### config.mk
export PLATFORM = sky130hd
export DESIGN_NAME = mem_clk_gate_ctrl
export DESIGN_NICKNAME = d
export VERILOG_FILES = /design/src/rtl/mem_clk_pkg.sv /design/src/rtl/mem_clk_cnt.sv /design/src/rtl/mem_clk_gate_ctrl.sv
export SDC_FILE = /design/constraint.sdc
export NUM_CORES = 1
export LEC_CHECK = 0
export ABC_AREA = 1
export CORE_MARGIN = 4
export CORE_UTILIZATION = 60
export CTS_CLUSTER_SIZE = 20
export DETAILED_ROUTE_END_ITERATION = 8
export GPL_TIMING_DRIVEN = 0
export PLACE_DENSITY = 0.77
export SLEW_MARGIN = 0
export SYNTH_ARGS = -nofsm -noshare
export SYNTH_HDL_FRONTEND = slang
export SYNTH_SLANG_ARGS = --single-unit
### constraint.sdc
create_clock -name mclk -period 2.3 [get_ports mclk]
set_input_delay 0.46 -clock mclk [delete_from_list [all_inputs] [get_ports mclk]]
set_output_delay 0.46 -clock mclk [all_outputs]
set_load 0.01 [all_outputs]
### src/rtl/mem_clk_pkg.sv
// rtl/mem_clk_pkg.sv - shared state encoding and default timing for memory bank clock gating
package mem_clk_pkg;

  typedef enum logic [1:0] {
    S_OFF   = 2'd0,
    S_WAKE  = 2'd1,
    S_ON    = 2'd2,
    S_DRAIN = 2'd3
  } gate_state_e;

  localparam int DEF_IDLE_CYCLES = 16;
  localparam int DEF_WAKE_CYCLES = 2;
  localparam int DEF_CNT_W       = 8;

endpackage

### src/rtl/mem_clk_cnt.sv
// rtl/mem_clk_cnt.sv - loadable down-counter with zero flag, shared by wake and idle timing
module mem_clk_cnt #(
  parameter int CNT_W = 8
) (
  input  logic             mclk,
  input  logic             rst,
  input  logic             load,
  input  logic [CNT_W-1:0] load_val,
  input  logic             dec,
  output logic             zero
);

  logic [CNT_W-1:0] cnt_d;
  logic [CNT_W-1:0] cnt_q;

  // Load takes priority; decrement saturates at zero.
  always_comb begin
    cnt_d = cnt_q;
    if (load) begin
      cnt_d = load_val;
    end else if (dec && (cnt_q != '0)) begin
      cnt_d = cnt_q - 1'b1;
    end
  end

  always_ff @(posedge mclk) begin
    if (rst) begin
      cnt_q <= '0;
    end else begin
      cnt_q <= cnt_d;
    end
  end

  assign zero = (cnt_q == '0);

endmodule

### src/rtl/mem_clk_gate_ctrl.sv
// rtl/mem_clk_gate_ctrl.sv - demand-driven clock-enable controller for a memory bank
// Optional CLKGATE_BYPASS_EN adds force_on, which pins the bank clock on while high.
module mem_clk_gate_ctrl #(
  parameter int IDLE_CYCLES = mem_clk_pkg::DEF_IDLE_CYCLES,
  parameter int WAKE_CYCLES = mem_clk_pkg::DEF_WAKE_CYCLES,
  parameter int CNT_W       = mem_clk_pkg::DEF_CNT_W
) (
  input  logic mclk,
  input  logic rst,
  input  logic req,
`ifdef CLKGATE_BYPASS_EN
  input  logic force_on,
`endif
  output logic ready,
  output logic clk_en,
  output logic gated_off
);

  import mem_clk_pkg::*;

  localparam logic [CNT_W-1:0] IDLE_RELOAD = CNT_W'(IDLE_CYCLES - 1);
  localparam logic [CNT_W-1:0] WAKE_RELOAD = CNT_W'(WAKE_CYCLES - 1);

  gate_state_e      state_d, state_q;
  logic             clk_en_d, clk_en_q;
  logic             ready_d, ready_q;
  logic             gated_off_d, gated_off_q;
  logic             cnt_load;
  logic [CNT_W-1:0] cnt_val;
  logic             cnt_dec;
  logic             cnt_zero;
  logic             hold;
  logic             wake_req;
  logic             accept;

`ifdef CLKGATE_BYPASS_EN
  assign hold = force_on;
`else
  assign hold = 1'b0;
`endif

  assign wake_req = req || hold;
  // Acceptance uses the registered ready, so req never reaches an output combinationally.
  assign accept   = req && ready_q;

  always_comb begin
    state_d  = state_q;
    cnt_load = 1'b0;
    cnt_val  = IDLE_RELOAD;
    cnt_dec  = 1'b0;
    case (state_q)
      S_OFF: begin
        if (wake_req) begin
          state_d  = S_WAKE;
          cnt_load = 1'b1;
          cnt_val  = WAKE_RELOAD;
        end
      end
      S_WAKE: begin
        if (cnt_zero) begin
          state_d  = S_ON;
          cnt_load = 1'b1;
        end else begin
          cnt_dec = 1'b1;
        end
      end
      S_ON: begin
        // An accept on the cycle the timer expires still keeps the bank on.
        if (accept || hold) begin
          cnt_load = 1'b1;
        end else if (cnt_zero) begin
          state_d = S_DRAIN;
        end else begin
          cnt_dec = 1'b1;
        end
      end
      S_DRAIN: begin
        if (wake_req) begin
          state_d  = S_ON;
          cnt_load = 1'b1;
        end else begin
          state_d = S_OFF;
        end
      end
      default: state_d = S_OFF;
    endcase

    clk_en_d    = (state_d != S_OFF);
    ready_d     = (state_d == S_ON);
    gated_off_d = (state_d == S_OFF);
  end

  always_ff @(posedge mclk) begin
    if (rst) begin
      state_q     <= S_OFF;
      clk_en_q    <= 1'b0;
      ready_q     <= 1'b0;
      gated_off_q <= 1'b1;
    end else begin
      state_q     <= state_d;
      clk_en_q    <= clk_en_d;
      ready_q     <= ready_d;
      gated_off_q <= gated_off_d;
    end
  end

  mem_clk_cnt #(
    .CNT_W(CNT_W)
  ) u_cnt (
    .mclk    (mclk),
    .rst     (rst),
    .load    (cnt_load),
    .load_val(cnt_val),
    .dec     (cnt_dec),
    .zero    (cnt_zero)
  );

  assign clk_en    = clk_en_q;
  assign ready     = ready_q;
  assign gated_off = gated_off_q;

endmodule

==> results.yml <==
timing:
  setup_viol: 0
  slew_violations: 0
  rsz0062_at_grt: "no"
  setup_tns_ns: 0
  period_share: 0.788
  fin_skew_ns: 0.00992
  worst_pin_slew_ns: 0.333
  max_freq_ghz: 0.552
  slew_headroom: 0.778
  fin_hold_ws_ns: 0.486
  hold_violations: 0
  fin_crit_ns: 1.81
critical_path:
  path_class: "reg -> reg"
  reg2reg_to: "u_cnt.cnt_q[6]"
  arrival_ns: 2.04
  r2r.worst_path.cells: 8
  crit_fanout: 5
  required_ns: 2.53
  cp-start-kind: "flip-flop"
  r2r-start: "state_q[0]"
  endpoint: "u_cnt.cnt_q[6]"
  reg2reg_slack_ns: 0.49
  cp_cell_sequence: "inv_1 > ha_1 > inv_1 > a21oi_1 > o21ai_2 > a21oi_1 > nand2_1 > a21oi_2"
  crit_start: "state_q[0]"
  critical_path.endpoint_type: "flip-flop"
  slowest_stage: "dfxtp_1"
  slowest_delay_ns: 0.42
power_and_ir_drop:
  p_seq_frac: 0.336
  leakagePower_nw: 0.454
  combPwrFrac: 0.506
  p_sw_frac: 0.437
  intPower_uw: 507
  peakVddDrop_uv: 652
  pwr-share-clk: 0.157
  p_sw_uw: 394
  p_per_area_mw_per_mm2: 950
hold_path:
  hold_depth: 2
  hp-class: "reg -> reg"
route:
  via_per_inst: 4.92
  final_antenna_net_count: 0
  dr.pass1.iters: 4
  drtIter0Drc: 12
  drcViolationCount: 0
  via_count: 733
  wire_per_inst_um: 10.6
  wl_mm: 1.58
finish:
  layout.nets: 145
  fillers: 123
  syn_to_final_growth_pct: 11.1
  n_antenna_cell: 0
  drive_gt1_frac: 0.149
die:
  initial_core_util: 0.648
  die_w_um: 45.7
  dieHeight_um: 45.7
  dieArea_mm2: 0.00209
  rows: 13
  core_area_mm2: 0.00132
  ios: 6
global_routing:
  grt_pass1_wl_mm: 2.95
  antenna_found_initial: 0
  grt_remaining_overflow: 0
  met1_usage: 0.267
  track_usage: 0.200
  grt-busiest-layer: "met2"
  grt_pass1_vias: 677
  grt_max_degree: 8
  met2_usage: 0.295
  grt.met3_usage: 0.0593
cts:
  post_cts_resize_count: 0
  cts_setup_buffers: 0
  cts.sinks: 13
  clk_latency_ns: 0.28
  cts-root-buf: "clkbuf_4"
  cts_tree: "done"
  cts_buffers: 3
  path_clk_slew_ns: 0.08
  cts_hold_buffers: 0
  cts_max_level: 1
  cts.path.max_buffers: 2
synthesis:
  synth_cell_type_count: 22
  synth-seq-cells: 13
  syn-cell-area_um2: 853
  yosysWarnings: 0
  syn_inst: 125
  synth-seq-area-share: 0.305
  syn_area_per_cell_um2: 6.83
  synth_fp_nets: 135
run:
  maxCapViolations: 0
run_status:
  status: "complete, no violations"
place:
  numPortBuffers: 5
  place.gp.congestion: 0.900
  dpl.hpwl_mm: 1.27
final cells by class:
class / count / area, um^2 / share of cell area
well taps: 15 / 18.8 / 0.0198
clock buffers: 4 / 26.3 / 0.0277
flip-flops and latches: 13 / 260 / 0.274
multi-input cells: 89 / 507 / 0.534
inverters: 23 / 86.3 / 0.0910
repair buffers: 5 / 50.0 / 0.0528
logic make-up (layout without fill, tap and decap cells):
group,count (synthesis),count (layout),synth area share
buffers and inverters,23,32,0.101
AND/OR/NAND/NOR,62,62,0.333
adder cells (fa/ha/maj),7,7,0.103
flip-flops,13,13,0.305
AO/OA/AOI/OAI,19,19,0.148
XOR/XNOR,1,1,0.0103
worst max-delay path: cells and delay by family (launching register included):
family          cells  cell delay, ns
simple gates        1            0.11
buf+inv             2            0.18
fa+ha+maj           1            0.36
flops               1            0.42
compound gates      4            0.69
metrics by stage:
| stage | instances | cell area (um^2) | utilization | setup slack (ns) | total power [mW] |
|---|---|---|---|---|---|
| 2_1_floorplan | 125 | 853 | - | 0.738 | 0.670 |
| 3_3_place_gp | 145 | 922 | 0.700 | 0.378 | 0.748 |
| 3_5_place_dp | 145 | 922 | 0.700 | 0.363 | 0.762 |
| 4_1_cts | 149 | 948 | 0.720 | 0.502 | 0.908 |
| 5_1_grt | 149 | 948 | 0.720 | 0.360 | 0.998 |
| 6_report | 149 | 948 | 0.720 | 0.489 | 0.901 |
layer usage:
layer | vias up | part of all wire
li1 | 406 | -
met1 | 317 | 0.51
met2 | 6 | 0.45
met3 | 4 | 0.027
met4 | 0 | 0.018
met5 | - | 0
power groups by stage:
stage / sequential, mW / clock [mW] / combinational, mW
2_1_floorplan: 0.305 / 0 / 0.365
3_3_place_gp: 0.307 / 0 / 0.442
3_5_place_dp: 0.308 / 0 / 0.454
4_1_cts: 0.303 / 0.147 / 0.458
5_1_grt: 0.311 / 0.157 / 0.530
6_report: 0.303 / 0.142 / 0.456
worst min-delay path by stage:
stage | end | slack (ns) | from
2_1_floorplan | u_cnt.cnt_q[6] | 0.46 | u_cnt.cnt_q[6]
3_3_place_gp | u_cnt.cnt_q[6] | 0.47 | u_cnt.cnt_q[6]
3_5_place_dp | u_cnt.cnt_q[6] | 0.48 | u_cnt.cnt_q[6]
4_1_cts | u_cnt.cnt_q[6] | 0.49 | u_cnt.cnt_q[6]
5_1_grt | u_cnt.cnt_q[6] | 0.51 | u_cnt.cnt_q[6]
6_report | u_cnt.cnt_q[6] | 0.49 | u_cnt.cnt_q[6]
placed cells by master, fill, tap and decap left out:
master,Yosys,final
a21oi_1,8,8
a21oi_2,2,2
and2_1,1,1
clkbuf_1,0,1
clkbuf_4,0,3
clkdlybuf4s50_1,0,5
dfxtp_1,13,13
ha_1,7,7
inv_1,21,21
inv_2,2,2
nand2_1,25,25
nand2_2,6,6
nand3_1,6,6
nand3_4,1,1
nand4_1,1,1
nor2_1,17,17
nor2_2,3,3
nor3_1,2,2
o21a_1,1,1
o21ai_0,4,4
o21ai_1,1,1
o21ai_2,1,1
o21ai_4,1,1
o21bai_2,1,1
xor2_1,1,1
cells in the mapped netlist, drive strengths merged:
master,number,area (um^2)
nand4,1,6.26
inv,23,86.3
xor2,1,8.76
and2,1,6.26
nand3,7,47.6
a21oi,10,57.6
o21bai,1,11.3
ha,7,87.6
nand2,31,131
o21ai,7,50.1
o21a,1,7.51
nor2,20,82.6
dfxtp,13,260
nor3,2,10.0
flip-flops by register name (all words and copies together), names as in the netlist:
register     flops
clk_en           1
gated_off        1
ready            1
state_q          2
u_cnt.cnt_q      8
Note: power is estimated with default switching activity, not from simulation.
